### config.mk
export PLATFORM = sky130hd
export DESIGN_NAME = uart_rx_fifo_flat
export DESIGN_NICKNAME = d
export VERILOG_FILES = /design/src/rtl/opc_uart_pkg.sv /design/src/rtl/uart_rx_fifo_if.sv /design/src/rtl/uart_rx_sync_fifo.sv /design/src/rtl/uart_rx_fifo.sv /design/src/flat_wrapper.sv
export SDC_FILE = /design/constraint.sdc
export NUM_CORES = 1
export LEC_CHECK = 0
export BUFFER_PORTS_ARGS = -buffer_cell sky130_fd_sc_hd__buf_2
export CORE_MARGIN = 2
export CORE_UTILIZATION = 55
export DETAILED_ROUTE_END_ITERATION = 10
export PLACE_DENSITY = 0.8
export SLEW_MARGIN = 20
export SYNTH_ARGS = -nofsm -noshare
export SYNTH_HDL_FRONTEND = slang
export SYNTH_HIERARCHICAL = 1
export SYNTH_SLANG_ARGS = --single-unit
### constraint.sdc
create_clock -name clk -period 2.9 [get_ports clk]
set_input_delay 0.145 -clock clk [delete_from_list [all_inputs] [get_ports clk]]
set_output_delay 0.145 -clock clk [all_outputs]
set_load 0.02 [all_outputs]
### src/rtl/opc_uart_pkg.sv
// Shared types and elaboration-time helpers for the opc5 UART receive path.
package opc_uart_pkg;

    localparam int OVERSAMPLE = 16;

    typedef enum logic [2:0] {
        BRK,
        IDLE,
        START,
        DATA,
        STOP
    } rx_state_t;

    // Clocks per oversample tick, rounded to nearest.
    function automatic int uart_div(input int clkspeed, input int baud);
        return (clkspeed + (OVERSAMPLE / 2) * baud) / (OVERSAMPLE * baud);
    endfunction

endpackage

### src/rtl/uart_rx_fifo_if.sv
// CPU-side receive interface: FIFO pop handshake and sticky error flags.
interface uart_rx_fifo_if;
    logic       rd_en;
    logic       err_clr;
    logic [7:0] rd_data;
    logic       rd_valid;
    logic       fifo_full;
    logic       overrun;
    logic       framing_err;

    modport master (
        output rd_en, err_clr,
        input  rd_data, rd_valid, fifo_full, overrun, framing_err
    );

    modport slave (
        input  rd_en, err_clr,
        output rd_data, rd_valid, fifo_full, overrun, framing_err
    );
endinterface

### src/rtl/uart_rx_sync_fifo.sv
// First-word-fall-through byte FIFO; a push into a full FIFO without a pop is dropped.
module uart_rx_sync_fifo #(
    parameter int FIFO_LOG2 = 4,
    parameter int WIDTH     = 8
) (
    input  logic                 clk,
    input  logic                 reset,
    input  logic                 push,
    input  logic [WIDTH-1:0]     push_data,
    input  logic                 pop,
    output logic [WIDTH-1:0]     head,
    output logic [FIFO_LOG2:0]   count,
    output logic                 full,
    output logic                 empty,
    output logic                 drop
);
    localparam int DEPTH = 1 << FIFO_LOG2;
    localparam logic [FIFO_LOG2:0]   CNT_ONE  = (FIFO_LOG2+1)'(1);
    localparam logic [FIFO_LOG2:0]   CNT_FULL = (FIFO_LOG2+1)'(DEPTH);
    localparam logic [FIFO_LOG2-1:0] PTR_ONE  = FIFO_LOG2'(1);

    logic [WIDTH-1:0]     mem [DEPTH];
    logic [FIFO_LOG2-1:0] wptr;
    logic [FIFO_LOG2-1:0] rptr;
    logic                 do_push;
    logic                 do_pop;
    logic [FIFO_LOG2:0]   count_nxt;

    // Accept/drop decisions and next occupancy; a pop frees the slot a same-cycle push uses.
    always_comb begin
        do_pop    = pop & (count != '0);
        do_push   = push & ((count != CNT_FULL) | do_pop);
        drop      = push & (count == CNT_FULL) & ~do_pop;
        count_nxt = count;
        if (do_push & ~do_pop)
            count_nxt = count + CNT_ONE;
        else if (do_pop & ~do_push)
            count_nxt = count - CNT_ONE;
    end

    // Storage write; contents need no reset since head is qualified by count.
    always_ff @(posedge clk) begin
        if (do_push)
            mem[wptr] <= push_data;
    end

    // Pointers, occupancy and the registered status flags derived from it.
    always_ff @(posedge clk) begin
        if (reset) begin
            wptr  <= '0;
            rptr  <= '0;
            count <= '0;
            full  <= 1'b0;
            empty <= 1'b1;
        end else begin
            if (do_push)
                wptr <= wptr + PTR_ONE;
            if (do_pop)
                rptr <= rptr + PTR_ONE;
            count <= count_nxt;
            full  <= (count_nxt == CNT_FULL);
            empty <= (count_nxt == '0);
        end
    end

    assign head = mem[rptr];

endmodule

### src/rtl/uart_rx_fifo.sv
// 8N1 serial receiver with 16x oversampling feeding a byte FIFO for the CPU.
//
// state | meaning
// BRK   | line low (reset or framing error); wait for it to go high
// IDLE  | line high; a low level starts a frame and rephases the prescaler
// START | count to mid start bit; high there means a glitch
// DATA  | sample 8 data bits LSB first, one per 16 ticks
// STOP  | sample stop bit; high pushes the byte, low flags framing error
module uart_rx_fifo
    import opc_uart_pkg::*;
#(
    parameter int CLKSPEED  = 40000000,
    parameter int BAUD      = 115200,
    parameter int FIFO_LOG2 = 4
) (
    input  logic            clk,
    input  logic            reset,
    input  logic            rxd,
    uart_rx_fifo_if.slave   cpu
);
    localparam int DIV = uart_div(CLKSPEED, BAUD);
    localparam int PW  = (DIV > 1) ? $clog2(DIV) : 1;
    localparam logic [PW-1:0] PRE_LAST = PW'(DIV - 1);
    localparam logic [PW-1:0] PRE_ONE  = PW'(1);
    localparam logic [3:0]    T_MID    = 4'(OVERSAMPLE / 2 - 1);
    localparam logic [3:0]    T_LAST   = 4'(OVERSAMPLE - 1);

    rx_state_t            state;
    logic                 rx_meta;
    logic                 rxs;
    logic [PW-1:0]        pre;
    logic                 tick;
    logic                 pre_load;
    logic [3:0]           tcnt;
    logic [2:0]           bitidx;
    logic [7:0]           shift;
    logic                 stop_sample;
    logic                 push;
    logic                 ferr_set;
    logic                 drop;
    logic                 fifo_full;
    logic                 fifo_empty;
    logic [7:0]           fifo_head;
    logic [FIFO_LOG2:0]   fifo_count;
    logic                 overrun_q;
    logic                 framing_q;

    // Two-flop synchroniser for the asynchronous line.
    always_ff @(posedge clk) begin
        if (reset) begin
            rx_meta <= 1'b0;
            rxs     <= 1'b0;
        end else begin
            rx_meta <= rxd;
            rxs     <= rx_meta;
        end
    end

    assign pre_load = (state == IDLE) & ~rxs;
    assign tick     = (pre == PRE_LAST);

    // Oversample prescaler, restarted on the start edge so samples land mid-bit.
    always_ff @(posedge clk) begin
        if (reset || pre_load || tick)
            pre <= '0;
        else
            pre <= pre + PRE_ONE;
    end

    // Receive FSM.
    always_ff @(posedge clk) begin
        if (reset) begin
            state  <= BRK;
            tcnt   <= '0;
            bitidx <= '0;
            shift  <= '0;
        end else begin
            case (state)
                BRK: begin
                    if (rxs)
                        state <= IDLE;
                end
                IDLE: begin
                    if (!rxs) begin
                        state <= START;
                        tcnt  <= '0;
                    end
                end
                START: begin
                    if (tick) begin
                        if (tcnt == T_MID) begin
                            tcnt   <= '0;
                            bitidx <= '0;
                            state  <= rxs ? IDLE : DATA;
                        end else begin
                            tcnt <= tcnt + 4'd1;
                        end
                    end
                end
                DATA: begin
                    if (tick) begin
                        tcnt <= tcnt + 4'd1;
                        if (tcnt == T_LAST) begin
                            shift[bitidx] <= rxs;
                            if (bitidx == 3'd7)
                                state <= STOP;
                            else
                                bitidx <= bitidx + 3'd1;
                        end
                    end
                end
                STOP: begin
                    if (tick) begin
                        tcnt <= tcnt + 4'd1;
                        if (tcnt == T_LAST)
                            state <= rxs ? IDLE : BRK;
                    end
                end
                default: state <= BRK;
            endcase
        end
    end

    // The push must land in the stop-sample cycle itself, so it is decoded, not registered.
    assign stop_sample = (state == STOP) & tick & (tcnt == T_LAST);
    assign push        = stop_sample & rxs;
    assign ferr_set    = stop_sample & ~rxs;

    uart_rx_sync_fifo #(
        .FIFO_LOG2 (FIFO_LOG2),
        .WIDTH     (8)
    ) u_fifo (
        .clk       (clk),
        .reset     (reset),
        .push      (push),
        .push_data (shift),
        .pop       (cpu.rd_en & cpu.rd_valid),
        .head      (fifo_head),
        .count     (fifo_count),
        .full      (fifo_full),
        .empty     (fifo_empty),
        .drop      (drop)
    );

    // Sticky error flags; a set in the same cycle as a clear keeps the flag high.
    always_ff @(posedge clk) begin
        if (reset) begin
            overrun_q <= 1'b0;
            framing_q <= 1'b0;
        end else begin
            if (drop)
                overrun_q <= 1'b1;
            else if (cpu.err_clr)
                overrun_q <= 1'b0;
            if (ferr_set)
                framing_q <= 1'b1;
            else if (cpu.err_clr)
                framing_q <= 1'b0;
        end
    end

    assign cpu.rd_data     = (fifo_count != '0) ? fifo_head : 8'h00;
    assign cpu.rd_valid    = ~fifo_empty;
    assign cpu.fifo_full   = fifo_full;
    assign cpu.overrun     = overrun_q;
    assign cpu.framing_err = framing_q;

endmodule
### src/flat_wrapper.sv
// flat-port wrapper written by rule: the top's interface ports become plain ports
module uart_rx_fifo_flat import opc_uart_pkg::*;
#(
    parameter int CLKSPEED  = 40000000,
    parameter int BAUD      = 115200,
    parameter int FIFO_LOG2 = 4
)
  (clk, reset, rxd, cpu_rd_en, cpu_err_clr, cpu_rd_data, cpu_rd_valid, cpu_fifo_full, cpu_overrun, cpu_framing_err);
  uart_rx_fifo_if cpu_i ();
  input  logic clk;
  input  logic reset;
  input  logic rxd;
  input wire logic [$bits(cpu_i.rd_en)-1:0] cpu_rd_en;
  input wire logic [$bits(cpu_i.err_clr)-1:0] cpu_err_clr;
  output wire logic [$bits(cpu_i.rd_data)-1:0] cpu_rd_data;
  output wire logic [$bits(cpu_i.rd_valid)-1:0] cpu_rd_valid;
  output wire logic [$bits(cpu_i.fifo_full)-1:0] cpu_fifo_full;
  output wire logic [$bits(cpu_i.overrun)-1:0] cpu_overrun;
  output wire logic [$bits(cpu_i.framing_err)-1:0] cpu_framing_err;
  assign cpu_i.rd_en = cpu_rd_en;
  assign cpu_i.err_clr = cpu_err_clr;
  assign cpu_rd_data = cpu_i.rd_data;
  assign cpu_rd_valid = cpu_i.rd_valid;
  assign cpu_fifo_full = cpu_i.fifo_full;
  assign cpu_overrun = cpu_i.overrun;
  assign cpu_framing_err = cpu_i.framing_err;
  uart_rx_fifo #(.CLKSPEED(CLKSPEED), .BAUD(BAUD), .FIFO_LOG2(FIFO_LOG2)) u_core (.clk(clk), .reset(reset), .rxd(rxd), .cpu(cpu_i));
endmodule
# --- Word-level counts from Yosys, hierarchy flattened ---
# Memories as Yosys holds them, arrays and structs flattened. A register that Yosys moved wholly into a read port is not among the register bits.
# Cells that the tools add are included.
totals:
  mem_count: 1
  reg_bits: 42
  in_bits: 5
  word_cells: 114
  output_inout_bits: 12
  ramBits: 128
op_classes:
  eq_ne: 22
  magnitude_cmp: 2
  bitwise: 17
  n_reduce_logical: 15
  muxes: 36
  addsub: 7
memory_table:
  columns: ["memory", "depth", "width", "rd", "rd_clocked_by_memory_dff", "write_ports", "line", "rtl"]
  rows:
  - ["u_core.u_fifo.mem", 16, 8, 1, 1, 1, "uart_rx_sync_fifo.sv:22", "logic [WIDTH-1:0] mem [DEPTH];"]
op_table:
  columns: ["op", "count"]
  rows:
  - ["2-to-1 mux 3 bit", 14]
  - ["2-to-1 mux 4 bit", 6]
  - ["!= test 2 x 1 -> 1 bit, second input constant", 9]
  - ["== test 5 bit, second input constant", 3]
  - ["one-hot mux 3 bit (5 select lines)", 1]
  - ["adder 4 x 1 -> 4 bit, second input constant", 3]
  - ["AND 1 bit", 12]
  - ["one-hot mux 4 bit (3 select lines)", 1]
  - ["adder 5 x 1 -> 5 bit, second input constant", 2]
  - ["2-to-1 mux 5 bit", 2]
  - ["AND reduction 9 bit", 1]
  - ["bitwise mux 8 bit", 1]
  - ["2-to-1 mux 8 bit", 1]
  - ["2-to-1 mux 1 bit", 7]
  - ["== test 3 x 2 -> 1 bit, second input constant", 2]
  - ["== test 3 bit, second input constant", 2]
  - ["one-hot mux 3 bit (2 select lines)", 1]
  - ["AND reduction 6 bit", 1]
  - ["nonzero test 2 bit", 3]
  - ["zero test 5 bit", 1]
  - ["!= test 5 bit, second input constant", 1]
  - ["nonzero test 5 bit", 1]
  - ["subtractor 5 x 1 -> 5 bit, second input constant", 1]
  - ["== test 4 x 3 -> 1 bit, second input constant", 1]
  - ["other kinds (17)", 22]

# --- Longest topological paths before layout ---
# Gate-level depths: netlist of run 1.
depth:
  depth_word: 10
  ltp_mapped: 9
  depth_no_buf: 9

# --- Cells and area by module ---
# Netlist of run 1, hierarchy kept.
by_module_without_submodules:
  columns: ["module", "instances", "area_per_inst_um2", "seq_area_each_um2", "cells_per_inst"]
  rows:
  - ["uart_rx_sync_fifo", 1, 5920.7, 4224.1, 294]
  - ["uart_rx_fifo", 1, 1400.1, 540.5, 163]

# --- Worst setup path after synthesis of run 1 ---
# No wires, ideal clock.
synth_timing:
  kind: "reg2reg"
  from: "register u_core.state[2]"
  to: "memory u_core.u_fifo.mem[3][0], enable pin"
  t_required_ns: 2.517
  setup_ns: 0.383
  path_buffers: 1
  slack_ns: -0.135
  period_less_slack_ns: 3.035
  path_stages_with_launch: 7
  t_arrival_ns: 2.651
  cell_sequence: "dfxtp_1 > buf_2 > or3b_2 > nor4_1 > a21boi_2 > nand2_1 > nor3_1"
synth_between:
  elab_chain_len: 7
synth_lines:
  columns: ["item", "line", "rtl"]
  rows:
  - ["from (decl)", "uart_rx_fifo.sv:28", "rx_state_t state;"]
  - ["from (signal assigned)", "uart_rx_fifo.sv:94", "state <= rxs ? IDLE : DATA;"]
  - ["from (signal assigned)", "uart_rx_fifo.sv:116", "state <= rxs ? IDLE : BRK;"]
  - ["== test 3 bit", "uart_rx_fifo.sv:125", "assign stop_sample = (state == STOP) & tick & (tcnt == T_LAST);"]
  - ["AND 1 bit (2 in a row)", "uart_rx_fifo.sv:125", null]
  - ["AND 1 bit", "uart_rx_fifo.sv:126", "assign push = stop_sample & rxs;"]
  - ["named net u_core.push", "uart_rx_fifo.sv:38", "logic push;"]
  - ["AND 1 bit", "uart_rx_sync_fifo.sv:32", "do_push = push & ((count != CNT_FULL) | do_pop);"]
  - ["2-to-1 mux 1 bit", "uart_rx_sync_fifo.sv:43", "if (do_push)"]
  - ["2-to-1 mux 1 bit (implied by the code)", "uart_rx_sync_fifo.sv:44", "mem[wptr] <= push_data;"]
  - ["to (decl)", "uart_rx_sync_fifo.sv:22", null]
# The timed path passes the listed nets, and every way through them passes these cells.

# --- Worst setup path in the final report of run 1 ---
layout_timing:
  from: "register u_core.state[2]"
  to: "memory u_core.u_fifo.mem[15][0], enable pin"
# The elaborated chain is that of the path after synthesis.

==> metrics.md, run 1 <==
| Metric | Value |
|---|---|
| Mapped Nets | 474 |
| Slew Limit Fails | 0 |
| CTS Buf Count | 17 |
| Die ar. | 0.0142 mm^2 |
| H-tree Lvls | 4 |
| Hold Crit Start | cpu_err_clr |
| Peak VDD IR | 369 uV |
| Worst reg2reg setup slack | 0.21 ns |
| N_diodes | 0 |
| Core area | 0.0131 mm^2 |
| Final period utilization | 0.928 |
| Worst Path Arrival | 2.82 ns |
| Via-per-instance ratio | 6.04 |
| RSZ-0062 raised after global routing | no |
| DRT Wirelength | 14700 um |
| # rows | 42 |
| Post-route antenna net violation count | 0 |
| Final net count | 512 |
| Filler Cells Inserted | 907 |
| Status | complete, no violations |
| Initial core utilization | 0.557 |
| Setup Viol. Count Final | 0 |
| Detailed-router iteration count before antenna repair | 5 |
| Worst hold path cell count | 4 |
| Port bufs | 16 |
| CTS max path bufs | 2 |
| Drc violations | 0 |
| Synth cell types | 63 |
| Warning count from the yosys run | 6 |
| Largest net degree at the start of global routing | 33 |
| Routability congestion estimate | 0.829 |
| Setup TNS | 0 ns |
| Syn avg cell area | 16.0 um^2 |
| Worst endpoint required time | 3.03 ns |
| Synth async-reset ratio | 0 |
| Register area share after synthesis | 0.651 |
| Post-Syn Area | 0.00732 mm^2 |
| Initial antenna violation count | 0 |
| Count leader, synth | edfxtp_1 |
| Boundary Pins | 17 |
| Top-area cell type share of the netlist area | 0.525 |
| Hold Buf Count CTS | 1 |
| Clock sink total | 174 |
| Reg2Reg Launch Point | u_core/state[2]$_SDFFE_PP0P_ |
| Clk pin slew, worst setup/hold paths | 0.06 ns |
| Worst R2R Path Depth | 6 |
| PwrDens | 605 mW/mm^2 |
| Cells after Synth | 457 |
| Endpoint type of the worst setup path | register |
| Relative slew slack | 0.502 |
| Number of flops mapped to enable cells by yosys | 128 |
| Worst skew pair latency | 0.42 ns |
| Layout cells sized above 1 | 0.197 |
| FMAX | 372 MHz |
| Synth top cells by count | edfxtp_1, dfxtp_1, nor2_1 |
| Per-cell routed wire length | 21.4 um |
| Grt total ovfl | 0 |
| Final Critical Period | 2.69 ns |
| Leading area contributor after synthesis | edfxtp_1 |
| Via count of the routed design | 4129 |
| First-pass GRT wire length | 22900 um |
| Post-CTS Setup Repair Bufs | 0 |
| Worst reg2reg path endpoint | u_core/u_fifo/mem[15][0]$_DFFE_PP_ |
| DPL Wire Length | 9320 um |
| CP Class | register to register |
| CTS resizes | 0 |
| CP Max Fanout | 10 |
| Max-cap violations | 0 |
| Fin Clk Skew | 0.00790 ns |
| WHS | 0.0571 ns |
| Initial DRC count | 406 |
| Synthesis-to-layout area growth | 12.5% |
| Final hold violations | 0 |
| #FFs+latches synth | 174 |
| Leak | 3.27 nW |
| Top area cells in the synthesized netlist | edfxtp_1, dfxtp_1, mux4_1, mux4_2, ha_1 |
| Number of global-route vias before repair | 4103 |
| Slew @ Worst Pin | 0.746 ns |
| Die width | 119 um |
| HP Class | input pin to register |
| WHS Endpoint | u_core/cpu.framing_err$_SDFFE_PP0P_ |
| Die height | 119 um |
| Ys flop type | edfxtp_1 |
| CTS tree | done |
| Root cell of the clock tree | clkbuf_16 |
| Tot GR Track Use | 0.219 |
| Startpoint types | register |
## placed cells by master, fill, tap and decap left out, types with 4 or more instances in the layout
cell / Yosys / layout
nor3_2: 0 / 4
mux4_2: 16 / 16
clkbuf_16: 0 / 17
nor2_1: 38 / 38
buf_2: 5 / 16
edfxtp_1: 128 / 128
nand4_1: 4 / 4
xnor2_1: 6 / 6
clkinv_4: 0 / 4
a21oi_1: 13 / 13
o21ai_0: 7 / 7
nand3_1: 11 / 11
nor2b_1: 15 / 15
nand2_1: 27 / 27
nand2b_1: 5 / 5
xor2_1: 7 / 7
inv_6: 0 / 5
mux4_1: 24 / 24
mux2i_1: 13 / 13
ha_1: 12 / 12
dfxtp_1: 46 / 45
inv_1: 13 / 13
buf_4: 1 / 20
nor4_1: 4 / 4
## flip-flops by register name, indices dropped and copies added (netlist names), 3 cells and up, named ones only
name and count:
u_core/u_fifo/mem 128, u_core/shift 8, u_core/pre 5, u_core/u_fifo/count 5
u_core/tcnt 4, u_core/u_fifo/rptr 4, u_core/u_fifo/wptr 4, u_core/bitidx 3
u_core/state 3
## layout make-up
| type | count | area (um^2) | area share |
|---|---|---|---|
| clock inverters | 15 | 114 | 0.0138 |
| multi-input cells | 251 | 2400 | 0.291 |
| clock buffers | 17 | 425 | 0.0517 |
| repair buffers | 38 | 260 | 0.0316 |
| well taps | 176 | 220 | 0.0267 |
| inverters | 13 | 48.8 | 0.00593 |
| flip-flops and latches | 174 | 4770 | 0.579 |
## logic make-up (layout without fill, tap and decap cells)
kind of cell	count (synthesis)	after routing	share of synthesized area
flip-flops	174	174	0.651
AND/OR/NAND/NOR	131	131	0.0961
multiplexers	53	53	0.153
AO/OA/AOI/OAI	42	42	0.0398
buffers and inverters	32	83	0.0241
XOR/XNOR	13	13	0.0156
adder cells (fa/ha/maj)	12	12	0.0205
## critical path, cell delays in order (launching register included)
cell and delay, ns:
dfxtp_1 0.49, or3b_2 0.51, nor4_1 0.33, a21boi_2 0.39, nand2_1 0.27, nor2_1 0.20
buf_4 0.20
## power breakdown
part / leakage (nW) / internal [mW] / switching [mW] / total, mW
Sequential: 1.86 / 2.66 / 0.0404 / 2.70
Combinational: 1.15 / 0.0936 / 0.124 / 0.217
Clock: 0.256 / 1.10 / 0.955 / 2.06
Total: 3.27 / 3.86 / 1.12 / 4.98
## metal layers
metal | part of all wire | up-vias | global-route usage
met2 | 0.52 | 137 | 0.375
li1 | - | 1869 | -
met1 | 0.42 | 2109 | 0.286
met3 | 0.052 | 14 | 0.0407
met5 | 0 | - | 0
met4 | 0.012 | 0 | 0.0706
## worst max-delay path by stage
stage                                 start                                 end
2_1_floorplan  u_core/state[2]$_SDFFE_PP0P_  u_core/u_fifo/mem[15][0]$_DFFE_PP_
3_3_place_gp   u_core/state[2]$_SDFFE_PP0P_  u_core/u_fifo/mem[15][1]$_DFFE_PP_
3_5_place_dp   u_core/state[2]$_SDFFE_PP0P_  u_core/u_fifo/mem[15][1]$_DFFE_PP_
4_1_cts        u_core/state[2]$_SDFFE_PP0P_  u_core/u_fifo/mem[15][0]$_DFFE_PP_
5_1_grt        u_core/state[2]$_SDFFE_PP0P_  u_core/u_fifo/mem[15][5]$_DFFE_PP_
6_report       u_core/state[2]$_SDFFE_PP0P_  u_core/u_fifo/mem[15][0]$_DFFE_PP_
## metrics by stage
step | util | std cells | setup WS, ns | power, mW | area, um^2
2_1_floorplan | - | 457 | 0.0767 | 2.92 | 7340
3_3_place_gp | 0.585 | 651 | 0.364 | 2.95 | 7680
3_5_place_dp | 0.585 | 651 | 0.235 | 2.97 | 7680
4_1_cts | 0.627 | 684 | 0.218 | 5.01 | 8230
5_1_grt | 0.627 | 684 | 0.0151 | 5.14 | 8230
6_report | 0.627 | 684 | 0.210 | 4.98 | 8230
Note: power is estimated with default switching activity, not from simulation.
==> inputs of run 2 (changes only) <==
- ABC_AREA: not set -> 1
==> metrics.md, run 2 <==
| Metric | Value |
|---|---|
| Slew @ Worst Pin | 0.913 ns (+0.167 ns) |
| WHS Endpoint | u_core/cpu.framing_err$_SDFFE_PP0P_ |
| Relative slew slack | 0.391 (-0.111) |
| Most frequent cells in the layout | edfxtp_1, nand2_1, inv_1, nor2_1, a21oi_1 |
| Setup ws final | 0.237 ns (+0.0276 ns) |
| Setup TNS | 0 ns (unchanged) |
| Total power | 5.55 mW (+11%) |
| Leading area contributor after synthesis | edfxtp_1 |
| Synth cell types | 32 (-49%) |
| Final Critical Period | 2.66 ns (-0.0276 ns) |
| Initial antenna violation count | 0 (unchanged) |
| Top Registers | u_core/u_fifo/mem x128, u_core/shift x8 |
| Routability congestion estimate | 0.860 (+3.8%) |
| # rows | 43 (+2.4%) |
| First-pass GRT wire length | 26500 um (+16%) |
| Hold Crit Start | cpu_err_clr |
| Tot GR Track Use | 0.237 (+0.0176) |
| Clock sink total | 174 (unchanged) |
| Die width | 123 um (+2.6%) |
| Worst reg2reg path endpoint | u_core/u_fifo/mem[1][7]$_DFFE_PP_ |
| Final net count | 782 (+53%) |
| Status | complete, no violations |
| Warning count from the yosys run | 6 (unchanged) |
| Synthesis-to-layout area growth | 11.4% |
| DPL Wire Length | 11100 um (+19%) |
| DP Area | 0.00802 mm^2 (+4.3%) |
| Die height | 123 um (+2.6%) |
| Boundary Pins | 17 (unchanged) |
| Number of global-route vias before repair | 5195 (+27%) |
| Per-cell routed wire length | 17.3 um (-19%) |
| Clk pin slew, worst setup/hold paths | 0.06 ns (about the same) |
| Most common cell after layout, fill and taps aside | edfxtp_1 |
| CTS Buf Count | 17 (unchanged) |
| Dpl ws | 0.209 ns (-0.0263 ns) |
| Detailed-router iteration count before antenna repair | 7 (+2) |
| Top-area cell type share of the netlist area | 0.497 (-0.0276) |
| Number of flops mapped to enable cells by yosys | 128 (unchanged) |
| Port bufs | 16 (unchanged) |
| Count leader, synth | edfxtp_1 |
| Worst reg2reg setup slack | 0.24 ns (+0.03 ns) |
| Via-per-instance ratio | 5.71 (-5.4%) |
| Max-cap violations | 0 (unchanged) |
| Syn avg cell area | 10.4 um^2 (-35%) |
| Post-Syn Area | 0.00773 mm^2 (+5.6%) |
| Via count of the routed design | 5468 (+32%) |
| Post-layout util | 0.623 (-0.00392) |
| WHS | 0.0110 ns (-0.0461 ns) |
| Initial DRC count | 595 (+47%) |
| Worst endpoint required time | 2.95 ns (-0.08 ns) |
| Top reg by flops | u_core/u_fifo/mem |
| Cells after Synth | 742 (+62%) |
| Startpoint types | register |
| Worst R2R Path Depth | 9 (+3) |
| Reg area | 0.00477 mm^2 (about the same) |
| Reg2Reg Launch Point | u_core/pre[0]$_SDFF_PP0_ |
| Final hold violations | 0 (unchanged) |
| Die ar. | 0.0150 mm^2 (+5.4%) |
| Largest net degree at the start of global routing | 49 (+48%) |
| Final period utilization | 0.918 (-0.00953) |
| DRT Wirelength | 16600 um (+13%) |
| Synth async-reset ratio | 0 (unchanged) |
| Root cell of the clock tree | clkbuf_16 |
| H-tree Lvls | 4 (unchanged) |
| Synth top cells by count | edfxtp_1, nand2_1, inv_1 |
| Filler Cells Inserted | 1074 (+18%) |
| Mapped Nets | 759 (+60%) |
| Peak VDD IR | 485 uV (+32%) |
| Final Cell Area | 0.00861 mm^2 (+4.6%) |
| FMAX | 376 MHz (+1.0%) |
| Crit path from | u_core/pre[0]$_SDFF_PP0_ |
| PwrDens | 644 mW/mm^2 (+6.5%) |
| Fin Clk Skew | 0.00536 ns (-0.00254 ns) |
| Slew Limit Fails | 0 (unchanged) |
| Post-route antenna net violation count | 0 (unchanged) |
| Placed cells | 925 (+42%) |
| Multi-input logic area | 0.00248 mm^2 (+3.2%) |
| Cell Count, Final, Fillers Out | 958 (+40%) |
| #FFs+latches synth | 174 (unchanged) |
| Grt total ovfl | 0 (unchanged) |
| Worst skew pair latency | 0.42 ns (about the same) |
| Initial core utilization | 0.559 (+0.00163) |
| HP Class | input pin to register |
| Core area | 0.0138 mm^2 (+5.2%) |
| CP Class | register to register |
| Max reg flops | 128 (unchanged) |
| CTS max path bufs | 2 (unchanged) |
| Leak | 3.47 nW (+6.0%) |
| Setup Viol. Count Final | 0 (unchanged) |
| Drc violations | 0 (unchanged) |
| CP Max Fanout | 8 (-2) |
| CTS tree | done |
| N_diodes | 0 (unchanged) |
| Worst hold path cell count | 4 (unchanged) |
| Endpoint type of the worst setup path | register |
| Layout cells sized above 1 | 0.126 (-0.0709) |
| RSZ-0062 raised after global routing | no |
| Register area share after synthesis | 0.617 (-0.0342) |
| Top area cells in the synthesized netlist | edfxtp_1, dfxtp_1, nand2_1, mux2i_1, inv_1 |
| Worst Path Arrival | 2.72 ns (-0.10 ns) |
| Ys flop type | edfxtp_1 |
==> run 2: changes by cell type in the layout (fill, tap and decap cells not counted), moves of 29 or more <==
cell / previous run / this run
a21oi_1: 13 / 52
o21ai_0: 7 / 51
inv_1: 13 / 84
nor2_1: 38 / 75
o211ai_1: 3 / 32
nand2_1: 27 / 103
==> run 2: timing repair <==
item | CTS | global route
setup buffers | 0 | 0
setup endpoints to repair | 0 | 24
hold endpoints to repair | 1 | 0
hold buffers | 1 | 0
gates resized for setup | 0 | 3
==> run 2: logic make-up (layout without fill, tap and decap cells) <==
family,after synthesis,in the layout,share of synthesized area
buffers and inverters,122,158,0.0638
AOI/OAI and AO/OA,137,137,0.0991
adders and majority gates,12,12,0.0194
xor gates and xnor gates,6,6,0.00680
and+or+nand+nor,259,259,0.153
muxes,32,32,0.0415
DFF,174,174,0.617
==> run 2: power by group <==
group	switching [mW]	total (mW)	internal (mW)
clock	0.893	2.20	1.31
combinational	0.387	0.580	0.193
sequential	0.0846	2.77	2.68
total	1.36	5.55	4.18
==> run 2: critical path, cell delays in order, from the launching register on <==
cell,delay [ns]
dfxtp_1,0.39
ha_1,0.17
nand2_1,0.06
nor2_2,0.21
nand2_2,0.16
nor3_1,0.28
nand2_1,0.15
inv_1,0.15
nand2_1,0.15
nor2_1,0.56
==> run 2: worst max-delay path by stage <==
stage,to,depth (start not counted),slack [ns]
after floorplan,u_core/u_fifo/mem[0][0]$_DFFE_PP_,9,0.49
after detailed placement,u_core/u_fifo/mem[7][2]$_DFFE_PP_,9,0.21
after global routing,u_core/u_fifo/mem[11][1]$_DFFE_PP_,9,0.001
final,u_core/u_fifo/mem[1][7]$_DFFE_PP_,9,0.24
after global placement,u_core/u_fifo/mem[7][4]$_DFFE_PP_,9,0.39
after CTS,u_core/u_fifo/mem[7][0]$_DFFE_PP_,9,0.21
==> run 2: per-layer routing <==
metal / vias up / part of all wire / GRT usage
met3: 19 / 0.066 / 0.0525
met1: 2656 / 0.41 / 0.296
met5: - / 0 / 0
met2: 213 / 0.51 / 0.410
li1: 2580 / - / -
met4: 0 / 0.012 / 0.0740
==> run 2: area by class of cell <==
| class | instances | area share |
|---|---|---|
| clock buffer | 22 | 0.0539 |
| clock inverter | 10 | 0.0131 |
| inverter | 95 | 0.0414 |
| multi-input combinational | 446 | 0.288 |
| sequential | 174 | 0.554 |
| tap | 180 | 0.0262 |
| timing repair buffer | 31 | 0.0241 |
==> inputs of run 3 (changes only) <==
- PLACE_DENSITY: 0.8 -> not set
- PLACE_DENSITY_LB_ADDON: not set -> 0.12
==> metrics.md, run 3 (same netlist as run 2, synthesis figures left out) <==
| Metric | Value |
|---|---|
| Status | complete, no violations |
| Max-cap violations | 0 (unchanged) |
| Initial DRC count | 446 (-25%) |
| Final Critical Period | 2.48 ns (-0.178 ns) |
| Startpoint types | register |
| Routability congestion estimate | 0.879 (+2.2%) |
| Reg2Reg Launch Point | u_core/pre[0]$_SDFF_PP0_ |
| Die width | 123 um (unchanged) |
| Port bufs | 16 (unchanged) |
| Fin Clk Skew | 0.00751 ns (+0.00215 ns) |
| N_diodes | 0 (unchanged) |
| Dpl ws | 0.418 ns (+0.209 ns) |
| Final period utilization | 0.857 (-0.0615) |
| Boundary Pins | 17 (unchanged) |
| Layout cells sized above 1 | 0.136 (+0.0100) |
| Setup Viol. Count Final | 0 (unchanged) |
| Largest net degree at the start of global routing | 49 (unchanged) |
| Worst Path Arrival | 2.54 ns (-0.18 ns) |
| Synthesis-to-layout area growth | 12.7% |
| Max reg flops | 128 (unchanged) |
| Post-route antenna net violation count | 0 (unchanged) |
| CTS max path bufs | 2 (unchanged) |
| CP Class | register to register |
| Endpoint type of the worst setup path | register |
| Setup TNS | 0 ns (unchanged) |
| Most frequent cells in the layout | edfxtp_1, nand2_1, inv_1, nor2_1, a21oi_1 |
| Detailed-router iteration count before antenna repair | 5 (-2) |
| Hold Crit Start | reset |
| Die height | 123 um (unchanged) |
| Worst skew pair latency | 0.42 ns (about the same) |
| PwrDens | 644 mW/mm^2 (-0.11%) |
| Slew @ Worst Pin | 0.805 ns (-0.108 ns) |
| Per-cell routed wire length | 16.2 um (-6.2%) |
| Peak VDD IR | 508 uV (+4.7%) |
| CP Max Fanout | 8 (unchanged) |
| First-pass GRT wire length | 25200 um (-5.0%) |
| Drc violations | 0 (unchanged) |
| Via-per-instance ratio | 5.44 (-4.6%) |
| Core area | 0.0138 mm^2 (unchanged) |
| Initial antenna violation count | 0 (unchanged) |
| Worst endpoint required time | 2.96 ns (about the same) |
| Crit path from | u_core/pre[0]$_SDFF_PP0_ |
| Hold Buf Count CTS | 2 (+1) |
| Final net count | 791 (+1.2%) |
| Post-CTS Setup Repair Bufs | 0 (unchanged) |
| Root cell of the clock tree | clkbuf_16 |
| Setup ws final | 0.416 ns (+0.178 ns) |
| DRT Wirelength | 15700 um (-5.3%) |
| Tot GR Track Use | 0.225 (-0.0115) |
| RSZ-0062 raised after global routing | no |
| Number of global-route vias before repair | 5004 (-3.7%) |
| Relative slew slack | 0.463 (+0.0721) |
| CTS tree | done |
| DPL Wire Length | 10500 um (-5.1%) |
| Final hold violations | 0 (unchanged) |
| Via count of the routed design | 5263 (-3.7%) |
| FMAX | 403 MHz (+7.2%) |
| HP Class | input pin to register |
| Most common cell after layout, fill and taps aside | edfxtp_1 |
| Die ar. | 0.0150 mm^2 (unchanged) |
| Leak | 3.55 nW (+2.2%) |
| # rows | 43 (unchanged) |
| Top Registers | u_core/u_fifo/mem x128, u_core/shift x8 |
| Slew Limit Fails | 0 (unchanged) |
| H-tree Lvls | 4 (unchanged) |
| CTS resizes | 0 (unchanged) |
| CTS Buf Count | 17 (unchanged) |
| Filler Cells Inserted | 1133 (+5.5%) |
| Top reg by flops | u_core/u_fifo/mem |
| Initial core utilization | 0.559 (unchanged) |
| Grt total ovfl | 0 (unchanged) |
| Clock sink total | 174 (unchanged) |
| Clk pin slew, worst setup/hold paths | 0.06 ns (about the same) |
## run 3: cell count changes in the layout (fill, tap and decap cells not counted), sizes merged
cell         before  now
clkinvlp          4    2
dlygate4sd3       1    2
bufinv            2    1
buf              30   38
inv              93   96
## run 3: critical path, cell delays in order, from the launching register on
cell,delay (ns)
dfxtp_1,0.38
ha_1,0.16
nand2_1,0.06
nor2_2,0.22
nand2_2,0.16
nor3_1,0.22
nand2_1,0.15
inv_1,0.15
nand2_1,0.14
nor2_1,0.49
## run 3: cell type report
cell class | instances | area, um^2 | share of cell area
Inverter | 95 | 357 | 0.0409
Timing Repair Buffer | 40 | 278 | 0.0319
Sequential cell | 174 | 4770 | 0.547
Clock buffer | 22 | 517 | 0.0593
Clock inverter | 10 | 95.1 | 0.0109
Multi-Input combinational cell | 446 | 2470 | 0.284
Tap cell | 180 | 225 | 0.0259
## run 3: stage by stage
stage | total power, mW | utilization | cell area (um^2) | hold slack (ns) | std cells
floorplan | 3.27 | - | 7730 | 0.214 | 742
global placement | 3.36 | 0.584 | 8080 | 0.345 | 933
detailed placement | 3.37 | 0.584 | 8080 | 0.379 | 933
CTS | 5.64 | 0.630 | 8710 | 0.0296 | 967
global route | 5.87 | 0.630 | 8710 | 0.0423 | 967
finish | 5.61 | 0.630 | 8710 | 0.0446 | 967
## run 3: path summary, 6_finish.rpt
| path | end | slack, ns | cells past startpoint |
|---|---|---|---|
| max | u_core/u_fifo/mem[13][5]$_DFFE_PP_ | 0.42 | 9 |
| max reg2reg | u_core/u_fifo/mem[13][5]$_DFFE_PP_ | 0.42 | 9 |
| min | u_core/tcnt[0]$_SDFFE_PP0P_ | 0.04 | 2 |
| min reg2reg | u_core/rxs$_SDFF_PP0_ | 0.42 | 2 |
## run 3: where the power goes
group / switching (mW) / internal, mW
clock: 0.923 / 1.36
combinational: 0.367 / 0.193
sequential: 0.0832 / 2.68
total: 1.37 / 4.23
## run 3: metal layers
metal | up-vias | wire [um] | part of all wire | track usage
met5 | - | 0 | 0 | 0
met4 | 0 | 313 | 0.020 | 0.0891
met3 | 24 | 805 | 0.051 | 0.0493
met2 | 135 | 7590 | 0.48 | 0.360
met1 | 2501 | 7000 | 0.45 | 0.302
li1 | 2603 | - | - | -
